### src/rtl/vm_brew_sequencer.sv
// vm_brew_sequencer
// Order/brew controller for the coffee vending machine. Collects coin credit
// or an NFC approval, checks water and beans, then runs grinder, heater and
// pump for fixed cycle counts. Ends with a COFFEE or ERROR pulse and hands
// back change or a refund.
//
// Ports
//   clk, rst          clock (rising edge), synchronous active-high reset
//   C5, C10           coin accepted pulses (5 / 10 credit units)
//   NFC               card payment approved pulse (pays the full price)
//   WATER [4:0]       water tank level
//   BEANS             1 = beans present
//   GRIND/HEAT/PUMP   registered, mutually exclusive actuator enables
//   COFFEE, ERROR     1-cycle completion / fault pulses
//   REFUND [4:0]      change/refund amount, nonzero only while REFUND_VLD=1
//   REFUND_VLD        1-cycle pulse: dispense REFUND
//   REJECT            1-cycle pulse: a coin arrived while busy and is returned
module vm_brew_sequencer #(
  parameter int PRICE       = 10,
  parameter int WATER_MIN   = 5,
  parameter int GRIND_CYC   = 4,
  parameter int HEAT_CYC    = 8,
  parameter int POUR_CYC    = 6,
  parameter int TIMEOUT_CYC = 64
) (
  input  logic       clk,
  input  logic       rst,
  input  logic       C5,
  input  logic       C10,
  input  logic       NFC,
  input  logic [4:0] WATER,
  input  logic       BEANS,
  output logic       GRIND,
  output logic       HEAT,
  output logic       PUMP,
  output logic       COFFEE,
  output logic       ERROR,
  output logic [4:0] REFUND,
  output logic       REFUND_VLD,
  output logic       REJECT
);

  localparam int TW = $clog2(TIMEOUT_CYC) + 1;
  localparam int CW = 8;
  localparam logic [4:0] PRICE_V     = 5'(PRICE);
  localparam logic [4:0] WATER_MIN_V = 5'(WATER_MIN);

  typedef enum logic [2:0] {
    S_IDLE, S_PAY, S_CHECK, S_GRIND, S_HEAT, S_POUR, S_DONE, S_FAULT
  } state_t;

  state_t          state, state_nxt;
  logic [4:0]      credit, credit_nxt, credit_sum, coin_val;
  logic [TW-1:0]   timer, timer_nxt;
  logic [CW-1:0]   cnt, cnt_nxt;
  logic            nfc_paid, nfc_nxt;
  logic            coin, timeout;
  logic            grind_d, heat_d, pump_d, coffee_d, error_d, vld_d, reject_d;
  logic [4:0]      refund_d;

  // Credit never wraps: anything past 31 sticks at 31.
  function automatic logic [4:0] sat_add(input logic [4:0] a, input logic [4:0] b);
    logic [5:0] s;
    s = {1'b0, a} + {1'b0, b};
    return s[5] ? 5'd31 : s[4:0];
  endfunction

  assign coin       = C5 | C10;
  assign coin_val   = (C5 ? 5'd5 : 5'd0) + (C10 ? 5'd10 : 5'd0);
  assign credit_sum = sat_add(credit, coin_val);

  // State register; outputs are registered alongside so they line up with
  // the state they describe.
  always_ff @(posedge clk) begin
    if (rst) begin
      state      <= S_IDLE;
      credit     <= '0;
      timer      <= '0;
      cnt        <= '0;
      nfc_paid   <= 1'b0;
      GRIND      <= 1'b0;
      HEAT       <= 1'b0;
      PUMP       <= 1'b0;
      COFFEE     <= 1'b0;
      ERROR      <= 1'b0;
      REFUND     <= '0;
      REFUND_VLD <= 1'b0;
      REJECT     <= 1'b0;
    end else begin
      state      <= state_nxt;
      credit     <= credit_nxt;
      timer      <= timer_nxt;
      cnt        <= cnt_nxt;
      nfc_paid   <= nfc_nxt;
      GRIND      <= grind_d;
      HEAT       <= heat_d;
      PUMP       <= pump_d;
      COFFEE     <= coffee_d;
      ERROR      <= error_d;
      REFUND     <= refund_d;
      REFUND_VLD <= vld_d;
      REJECT     <= reject_d;
    end
  end

  // Next-state logic
  always_comb begin
    state_nxt  = state;
    credit_nxt = credit;
    timer_nxt  = timer;
    cnt_nxt    = cnt;
    nfc_nxt    = nfc_paid;
    timeout    = 1'b0;
    case (state)
      S_IDLE: begin
        timer_nxt = '0;
        cnt_nxt   = '0;
        if (NFC) begin
          // Coins in the same cycle are banked and come back as change.
          credit_nxt = credit_sum;
          nfc_nxt    = 1'b1;
          state_nxt  = S_CHECK;
        end else if (coin) begin
          credit_nxt = credit_sum;
          state_nxt  = S_PAY;
        end
      end
      S_PAY: begin
        credit_nxt = credit_sum;
        if (NFC) begin
          nfc_nxt   = 1'b1;
          state_nxt = S_CHECK;
        end else if (credit_sum >= PRICE_V) begin
          state_nxt = S_CHECK;
        end else if (coin) begin
          timer_nxt = '0;
        end else if (timer == TW'(TIMEOUT_CYC - 1)) begin
          timeout    = 1'b1;
          credit_nxt = '0;
          timer_nxt  = '0;
          state_nxt  = S_IDLE;
        end else begin
          timer_nxt = timer + 1'b1;
        end
      end
      S_CHECK: begin
        cnt_nxt   = '0;
        state_nxt = (WATER >= WATER_MIN_V && BEANS) ? S_GRIND : S_FAULT;
      end
      S_GRIND: begin
        if (!BEANS) begin
          state_nxt = S_FAULT;
        end else if (cnt == CW'(GRIND_CYC - 1)) begin
          cnt_nxt   = '0;
          state_nxt = S_HEAT;
        end else begin
          cnt_nxt = cnt + 1'b1;
        end
      end
      S_HEAT: begin
        if (cnt == CW'(HEAT_CYC - 1)) begin
          cnt_nxt   = '0;
          state_nxt = S_POUR;
        end else begin
          cnt_nxt = cnt + 1'b1;
        end
      end
      S_POUR: begin
        if (WATER == 5'd0) begin
          state_nxt = S_FAULT;
        end else if (cnt == CW'(POUR_CYC - 1)) begin
          cnt_nxt   = '0;
          state_nxt = S_DONE;
        end else begin
          cnt_nxt = cnt + 1'b1;
        end
      end
      default: begin // S_DONE, S_FAULT
        credit_nxt = '0;
        nfc_nxt    = 1'b0;
        state_nxt  = S_IDLE;
      end
    endcase
  end

  // Output logic: values to be registered for the coming cycle.
  always_comb begin
    grind_d  = (state_nxt == S_GRIND);
    heat_d   = (state_nxt == S_HEAT);
    pump_d   = (state_nxt == S_POUR);
    coffee_d = (state_nxt == S_DONE);
    error_d  = (state_nxt == S_FAULT);
    refund_d = '0;
    vld_d    = 1'b0;
    reject_d = coin && (state inside {S_CHECK, S_GRIND, S_HEAT, S_POUR, S_DONE, S_FAULT});
    if (timeout) begin
      refund_d = credit;
      vld_d    = 1'b1;
    end else if (state_nxt == S_DONE) begin
      // Card buyers get all coin credit back; coin buyers get the excess.
      refund_d = nfc_paid ? credit : credit - PRICE_V;
      vld_d    = (refund_d != 5'd0);
    end else if (state_nxt == S_FAULT) begin
      refund_d = credit;
      vld_d    = (credit != 5'd0);
    end
  end

endmodule

### config.mk
export PLATFORM = sky130hd
export DESIGN_NAME = vm_brew_sequencer
export DESIGN_NICKNAME = d
export VERILOG_FILES = /design/src/rtl/vm_brew_sequencer.sv
export SDC_FILE = /design/constraint.sdc
export NUM_CORES = 1
export LEC_CHECK = 0
export ABC_AREA = 1
export CAP_MARGIN = 10
export CORE_MARGIN = 1.5
export CORE_UTILIZATION = 55
export CTS_BUF_LIST = sky130_fd_sc_hd__clkbuf_16
export CTS_CLUSTER_DIAMETER = 120
export CTS_CLUSTER_SIZE = 25
export DETAILED_ROUTE_END_ITERATION = 8
export HOLD_SLACK_MARGIN = 0.1
export PLACE_DENSITY = 0.78
export REMOVE_ABC_BUFFERS = 1
export SYNTH_ARGS = -nofsm -noshare
export SYNTH_HDL_FRONTEND = slang
export SYNTH_SLANG_ARGS = --single-unit
export TNS_END_PERCENT = 1
### constraint.sdc
create_clock -name clk -period 2.5 [get_ports clk]
set_input_delay 0.25 -clock clk [delete_from_list [all_inputs] [get_ports clk]]
set_output_delay 0.25 -clock clk [all_outputs]
set_load 0.03 [all_outputs]
# --- Yosys cells after proc, flatten, opt, wreduce, memory -nomap -nowiden ---
# Index checks and enable logic that the tools add are counted.
classes:
  n_addsub: 5
  multipliers: 0
  n_div: 0
  magnitude_cmp: 2
  n_eq_ne: 22
  n_shift: 0
  n_mux: 48
  bitwise_logic: 2
  reduce_logical: 16
ops:
  columns: ["cell", "count"]
  rows:
  - ["2-to-1 mux 5 bit", 11]
  - ["2-to-1 mux 8 bit", 5]
  - ["2-to-1 mux 3 bit", 13]
  - ["case mux 8 bit (4 select lines)", 1]
  - ["2-to-1 mux 7 bit", 4]
  - ["equality test 3 bit, second input constant", 8]
  - ["case mux 3 bit (6 select lines)", 1]
  - ["equality test 8 x 3 -> 1 bit, second input constant", 2]
  - ["case mux 5 bit (3 select lines)", 1]
  - ["case mux 7 bit (2 select lines)", 1]
  - ["nonzero test 5 bit", 2]
  - ["equality test 3 x 2 -> 1 bit, second input constant", 3]
  - ["2-to-1 mux 1 bit", 9]
  - ["adder 8 x 1 -> 8 bit, second input constant", 1]
  - ["equality test 8 x 2 -> 1 bit, second input constant", 1]
  - ["inequality test 2 bit, second input constant", 4]
  - ["adder 7 x 1 -> 7 bit, second input constant", 1]
  - ["equality test 7 x 6 -> 1 bit, second input constant", 1]
  - ["adder 5 x 5 -> 6 bit", 1]
  - ["AND reduction 3 bit", 2]
  - ["nonzero test 6 bit", 1]
  - ["adder 3 x 4 -> 5 bit", 1]
  - [">= comparator 5 x 3 -> 1 bit, second input constant", 1]
  - [">= comparator 5 x 4 -> 1 bit, second input constant", 1]
  - ["16 further kinds", 19]
word_totals:
  reg_bits: 36
  latchBits: 0
  ram_bits: 0
  romBits: 0
  word_cells: 108
  memories: 0

# --- Longest topological paths before layout ---
# Gate-level depths: netlist of run 1.
logic_depth:
  ltp_word: 12
  ltp_mapped: 16
  mapped_depth_nobuf: 16

# --- Worst setup path after synthesis of run 1 ---
# Ideal clock, no wire load.
synth_timing:
  path_type: "register -> register"
  start: "register credit[0]"
  end: "register timer[3]"
  setup_time_ps: 122
  arrival_ps: 2072
  t_required_ps: 2378
  setup_slack_ps: 306
  path_stages_with_launch: 16
  path_buffers: 0
  period_less_slack_ps: 2194
  path_cell_list: "dfxtp_1 -> ha_1 -> inv_1 -> fa_1 -> inv_1 -> nand2_2 -> nand2_2 -> nand3_1 -> a21oi_2 -> inv_2 -> a21oi_4 -> nand2_2 -> nand2_4 -> inv_4 -> o21ai_2 -> nor2_1"
synth_via:
  elab_chain_len: 5
synth_lines:
  columns: ["item", "line_no", "source"]
  rows:
  - ["start, declared", "53", "logic [4:0] credit, credit_nxt, credit_sum, coin_val;"]
  - ["start signal, assigned", "91", "credit <= credit_nxt;"]
  - ["adder 5 x 5 -> 6 bit", "64", "s = {1'b0, a} + {1'b0, b};"]
  - ["2-to-1 mux 5 bit", "65", "return s[5] ? 5'd31 : s[4:0];"]
  - [">= comparator 5 x 4 -> 1 bit", "133", "end else if (credit_sum >= PRICE_V) begin"]
  - ["inequality test 2 bit (no source line)", null, null]
  - ["AND reduction 3 bit (no source line)", null, null]
  - ["end signal, assigned", "92", "timer <= timer_nxt;"]
  - ["end, declared", "54", "logic [TW-1:0] timer, timer_nxt;"]
# Every way passes these cells.
# A chain may end at the register's enable or synchronous reset.

# --- Worst setup path in the final report of run 1 ---
layout_timing:
  start: "input port C5"
  end: "register timer[0]"
layout_via:
  elab_chain_len: 7
  word_cells_on_any_way: 12
  classes_between: "2 x add/sub; 1 x order compare; 1 x eq/ne; 6 x mux; 1 x bitwise; 1 x reduce/logical"
layout_lines:
  columns: ["item", "line_no", "source"]
  rows:
  - ["start, declared", "28", "input logic C5,"]
  - ["2-to-1 mux 3 bit", "69", "assign coin_val = (C5 ? 5'd5 : 5'd0) + (C10 ? 5'd10 : 5'd0);"]
  - ["adder 3 x 4 -> 5 bit", "69", null]
  - ["adder 5 x 5 -> 6 bit", "64", null]
  - ["2-to-1 mux 5 bit", "65", null]
  - [">= comparator 5 x 4 -> 1 bit", "133", null]
  - ["inequality test 2 bit (no source line)", null, null]
  - ["AND reduction 3 bit (no source line)", null, null]
# Parallel ways exist; a longest one is shown, timed or not. The select of a mux whose other input is x is not followed.

==> impl_metrics.json, run 1 <==
{
  "fp.dieH_um": 66.12,
  "synth_compound_area_frac": 0.1291,
  "area_growth_pct": 28.90,
  "placed_area_um2": 2576,
  "hp-class": "reg -> reg",
  "dp_slack_ns": -0.2062,
  "yosysSeqAreaShare": 0.3290,
  "htreeDepth": 2,
  "firstDrtPassIters": 5,
  "dp_hpwl_mm": 3.728,
  "clkTransAtPathRegs_ns": 0.05,
  "p_leak_nw": 1.238,
  "antenna_cells": 0,
  "grt_antenna_before_repair": 0,
  "status": "complete, no violations",
  "cp-end-kind": "flip-flop",
  "async_flop_share": 0,
  "vias_per_cell": 5.377,
  "coreArea_um2": 3744,
  "cts_made_buffers": 5,
  "tns_ns": 0,
  "cts.sinks": 36,
  "fin_crit_ns": 2.366,
  "fin_area_um2": 2824,
  "finalWeightedCongestion": 0.8980,
  "ys_ff_latch": 36,
  "postRouteAntennaNets": 0,
  "io_buffers": 22,
  "die_w_um": 66.12,
  "vias": 2226,
  "fin_crit_sh": 0.9464,
  "ys_warn_count": 0,
  "cp_slowest_cell": "clkdlybuf4s50_1",
  "postLayoutSetupSlackWorst_ns": 0.1339,
  "wl_per_cell_um": 12.50,
  "crit_type": "in -> reg",
  "rsz0062_at_grt": "yes",
  "peakVddDrop_uv": 730.3,
  "synth_cell_types": 34,
  "relSlewSlack": 0.5280,
  "synth_cells": 322,
  "cts_max_path_buffers": 2,
  "drc": 0,
  "syn_avg_cell_area_um2": 6.804,
  "die-area_um2": 4371,
  "rows": 22,
  "synth_common_cells": "nand2_1, inv_1, nor2_1",
  "grt_overflow": 0,
  "start_util": 0.5852,
  "synth-simple-area-share": 0.3661,
  "maxCapViolCount": 0,
  "synth_area_leaders": "dfxtp_1, nand2_1, inv_1",
  "fmax_mhz": 422.6,
  "synth_top_area_cell": "dfxtp_1",
  "pwr_density_cell_nw_per_um2": 1250,
  "synth-edff-count": 0,
  "worstPathMaxFanout": 6,
  "cpPeakStageDelay_ns": 0.50,
  "drtIter0Drc": 120,
  "worst_slew_pin_slew_ns": 0.7015,
  "hold_viol": 0,
  "drive_gt1_frac": 0.1612,
  "track_usage": 0.2452,
  "cts_root_buf": "clkbuf_16",
  "synthFlopType": "dfxtp_1",
  "layout.nets": 385,
  "r2r_setup_slack_ns": 0.16,
  "cpMostUsedCell": "nand2_2",
  "clk_latency_ns": 0.28,
  "grt_pass1_vias": 2055,
  "critPathLaunchType": "primary input",
  "wl_mm": 5.176,
  "cp.required_ns": 2.71,
  "cts_tree": "done",
  "synthAdderAreaFrac": 0.05483,
  "synth.area.mux_share": 0,
  "grt_start_max_net_pins": 17,
  "finalSetupViolations": 0,
  "skew_ns": 0.006601,
  "synth_top_area_frac": 0.3290,
  "final_max_slew_viol_count": 0,
  "io-pin-count": 23,
  "synth_most_common_cell": "nand2_1",
  "grt_first_pass_wirelength_mm": 8.369,
  "synth_top_family_by_area": "simple AND/OR/NAND/NOR gates",
  "cts_hold_buf": 0,
  "crit_chain": "clkdlybuf4s50_1 -> ha_2 -> inv_1 -> fa_2 -> inv_1 -> nand2_2 -> nand2_2 -> nand3_1 -> a21oi_2 -> inv_2 -> a21oi_4 -> nand2_2 -> nand2_4 -> inv_4 -> or2_1 -> a21oi_2",
  "synth_xor_area_frac": 0.02399,
  "synth_area_um2": 2191,
  "cp.arrival_ns": 2.58,
  "hold_ws_ns": 0.4634
}
==> worst max-delay path: cells and delay by family <==
family,cells,cell delay (ns)
AO/OA/AOI/OAI,3,0.46
adder cells (fa/ha/maj),2,0.52
buffers and inverters,5,0.76
AND/OR/NAND/NOR,6,0.59
==> worst paths after layout <==
| kind | depth (start not counted) | from | to |
|---|---|---|---|
| worst max-delay path | 16 | C5 | timer[0] |
| worst min-delay path | 2 | timer[6] | timer[6] |
| worst min register to register | 2 | timer[6] | timer[6] |
| worst max register to register | 15 | credit[0] | timer[0] |
==> layout make-up <==
class                      instances  area, um^2
tap                               48       60.06
timing repair buffer              39       347.8
inverter                          52       197.7
fill                             303       919.6
clock inverter                     3       90.09
multi-input combinational        231        1282
clock buffer                       5       125.1
sequential                        36       720.7
==> kinds of logic (layout without fill, tap and decap cells) <==
logic type      count (synthesis)  in the layout
simple gates                  171            171
buf+inv                        55             99
compound gates                 45             45
flops                          36             36
fa+ha+maj                       9              9
xor+xnor                        6              6
==> metal layers <==
metal / wire length, um / GRT usage / vias up
met5: 0 / 0 / -
li1: - / - / 1129
met3: 303 / 0.04600 / 13
met1: 2325 / 0.3012 / 1014
met4: 94 / 0.09949 / 0
met2: 2452 / 0.4188 / 70
==> layout by cell type, fill, tap and decap left out <==
| cell | Yosys | layout |
|---|---|---|
| a21oi_4 | 1 | 1 |
| dfxtp_1 | 36 | 36 |
| ha_2 | 0 | 2 |
| fa_2 | 0 | 1 |
| o21ai_0 | 13 | 13 |
| ha_1 | 8 | 6 |
| xnor2_1 | 1 | 1 |
| a21oi_1 | 17 | 17 |
| nand4_1 | 5 | 5 |
| a21oi_2 | 6 | 6 |
| nand2_2 | 7 | 8 |
| nand2_4 | 4 | 4 |
| nand3_1 | 33 | 33 |
| nor2_4 | 1 | 1 |
| or2_1 | 0 | 1 |
| nor2_2 | 2 | 2 |
| and2_1 | 1 | 1 |
| o21ai_4 | 0 | 1 |
| a211oi_1 | 3 | 3 |
| inv_4 | 1 | 1 |
| nand3_4 | 0 | 1 |
| xor2_1 | 5 | 5 |
| inv_2 | 4 | 4 |
| clkdlybuf4s50_1 | 0 | 22 |
| nor2_1 | 38 | 38 |
| nor4_1 | 1 | 1 |
| nor3_1 | 13 | 13 |
| nor3_2 | 1 | 1 |
| nand3_2 | 2 | 1 |
| clkbuf_16 | 0 | 5 |
| bufinv_16 | 0 | 3 |
| inv_1 | 47 | 47 |
| nand2_1 | 61 | 60 |
| o2111ai_1 | 2 | 2 |
| buf_4 | 1 | 17 |
| o21a_1 | 2 | 2 |
| nor3b_1 | 1 | 1 |
==> power by group <==
part	switching (mW)	leakage (nW)	internal [mW]
Clock	0.237	0.104	0.672
Combinational	1.10	0.841	0.700
Sequential	0.118	0.293	0.698
Total	1.46	1.24	2.07
==> state kept, by name, indices dropped and copies added (netlist names), 3 cells and up <==
register and flops:
REFUND 5, cnt 8, credit 5, timer 7, state 3
==> repair_timing <==
| action | in CTS | in global routing |
|---|---|---|
| gates resized for setup | 0 | 7 |
| endpoints found under the setup margin | 0 | 11 |
| setup buffers | 0 | 1 |
==> per-stage QoR <==
| step | util | std cells | power, mW |
|---|---|---|---|
| floorplan | - | 319 | 2.024 |
| global placement | 0.6882 | 405 | 2.497 |
| detailed placement | 0.6882 | 405 | 2.532 |
| CTS | 0.7457 | 413 | 3.454 |
| global route | 0.7543 | 414 | 3.771 |
| finish | 0.7543 | 414 | 3.529 |
(Power assumes the default switching activity.)
==> inputs of run 2 (changes only) <==
--- a/config.mk
+++ b/config.mk
@@ -7,6 +7,7 @@
 export LEC_CHECK = 0
 export ABC_AREA = 1
 export CAP_MARGIN = 10
+export CORE_ASPECT_RATIO = 0.8
 export CORE_MARGIN = 1.5
 export CORE_UTILIZATION = 55
 export CTS_BUF_LIST = sky130_fd_sc_hd__clkbuf_16
==> run 2 against run 1 <==
Register-to-register slack improved by 0.03 ns. Clock power decreased by 35%. Cell area decreased by 2.4%. Routed wire length decreased by 5.4%. Highest routed layer unchanged. Count of clock-buffer cells in the layout unchanged. Flip-flop and latch count unchanged. Hold slack got worse by 0.00066 ns. Clock skew decreased by 0.0026 ns. Critical path type unchanged. Combinational power about the same.
==> impl_metrics.json, run 2 (same netlist as run 1, synthesis figures left out) <==
{
  "htreeDepth": 2,
  "fin_crit_sh": 0.9302,
  "holdPathStages": 2,
  "track_usage": 0.2422,
  "r2r_setup_slack_ns": 0.19,
  "min_to": "timer[6]",
  "die_w_um": 73.57,
  "reg2reg_depth": 16,
  "grt_pass1_vias": 1893,
  "power.total_mw": 3.197,
  "grt_overflow": 0,
  "reg2reg_to": "REFUND_VLD",
  "fin_crit_ns": 2.325,
  "cts_hold_buf": 0,
  "status": "complete, no violations",
  "wl_mm": 4.894,
  "peakVddDrop_uv": 668.5,
  "top_regs": "cnt (8), timer (7)",
  "final_common_cell": "nand2_1",
  "rows": 20,
  "vias_per_cell": 5.097,
  "cts_root_buf": "clkbuf_16",
  "final_max_slew_viol_count": 0,
  "coreArea_um2": 3804,
  "maxCapViolCount": 0,
  "finalSetupViolations": 0,
  "fillers": 333,
  "relSlewSlack": 0.5532,
  "dp_hpwl_mm": 3.674,
  "hold_start": "timer[6]",
  "critPathLaunchType": "primary input",
  "skew_ns": 0.004045,
  "hp-class": "reg -> reg",
  "grt_start_max_net_pins": 17,
  "grt_first_pass_wirelength_mm": 8.217,
  "postRouteAntennaNets": 0,
  "hold_ws_ns": 0.4627,
  "fmax_mhz": 430.0,
  "drtIter0Drc": 188,
  "antenna_cells": 0,
  "finalWeightedCongestion": 0.9040,
  "drive_gt1_frac": 0.1557,
  "crit_type": "in -> reg",
  "largest-register": "cnt",
  "fp.dieH_um": 59.45,
  "cp.arrival_ns": 2.50,
  "cp-end-kind": "flip-flop",
  "clk_latency_ns": 0.28,
  "largest_reg_flops": 8,
  "cts_made_buffers": 5,
  "die-area_um2": 4373,
  "firstDrtPassIters": 4,
  "worstPathMaxFanout": 6,
  "pwr_density_cell_nw_per_um2": 1160,
  "hold_viol": 0,
  "wl_per_cell_um": 11.62,
  "grt_antenna_before_repair": 0,
  "io-pin-count": 23,
  "p_leak_nw": 1.205,
  "layout.nets": 385,
  "final_cell_mix": "nand2_1, inv_1, nor2_1",
  "start_util": 0.5760,
  "cp.required_ns": 2.67,
  "worst_slew_pin_slew_ns": 0.6695,
  "cts_max_path_buffers": 2,
  "regToRegStartpoint": "credit[0]",
  "clkTransAtPathRegs_ns": 0.05,
  "area_growth_pct": 25.76,
  "cts_tree": "done",
  "rsz0062_at_grt": "yes",
  "drc": 0,
  "cts.sinks": 36,
  "vias": 2146,
  "io_buffers": 22
}
[run 2: what timing repair did]
action / CTS / global route
setup buffers: 0 / 1
setup endpoints to repair: 0 / 12
hold endpoints to repair: 0 / 0
gates resized for setup: 0 / 5
[run 2: worst max-delay path by stage]
stage	slack [ns]	end	from	cells past startpoint
finish	0.17	REFUND_VLD	C5	16
CTS	0.09	timer[3]	C5	16
global placement	-0.12	timer[5]	C5	16
global route	-0.01	REFUND_VLD	C5	17
floorplan	0.31	timer[3]	credit[0]	15
detailed placement	-0.19	timer[3]	C5	16
[run 2: metrics by stage]
stage,area (um^2),setup TNS (ns),worst slack [ns],std cells,util
6_report,2755,0,0.1746,421,0.7243
5_1_grt,2755,-0.01268,-0.01268,421,0.7243
4_1_cts,2725,0,0.09499,420,0.7164
3_5_place_dp,2585,-1.606,-0.1873,412,0.6796
3_3_place_gp,2585,-1.082,-0.1156,412,0.6796
2_1_floorplan,2176,0,0.3058,319,-
[run 2: routing by layer]
metal / routed length, um / vias up / global-route usage
met5: 0 / - / 0
met4: 55 / 0 / 0.06349
met3: 278 / 9 / 0.05442
met2: 2031 / 61 / 0.3616
met1: 2527 / 944 / 0.3514
li1: - / 1132 / -
[run 2: power by group]
part | total, mW | switching, mW | internal, mW
logic | 1.79 | 1.09 | 0.698
clock network | 0.592 | 0.231 | 0.362
registers | 0.818 | 0.120 | 0.698
[run 2: final cells by class]
cell class | instances | area [um^2] | area share
Clock inverter | 3 | 15.01 | 0.005450
Timing Repair Buffer | 39 | 347.8 | 0.1262
Sequential cell | 36 | 720.7 | 0.2616
Clock buffer | 5 | 125.1 | 0.04541
Tap cell | 55 | 68.82 | 0.02498
Inverter | 52 | 197.7 | 0.07175
Multi-Input combinational cell | 231 | 1280 | 0.4646
[run 2: critical path, stage by stage]
cell,delay [ns]
clkdlybuf4s50_1,0.42
buf_4,0.15
ha_1,0.36
inv_1,0.11
nand2_1,0.08
nand3_1,0.14
nand2_1,0.09
a21oi_2,0.15
buf_4,0.14
nand3_1,0.08
nand2_2,0.10
nand2_4,0.08
nand4_1,0.11
nand3_1,0.10
nand2_1,0.08
inv_1,0.04
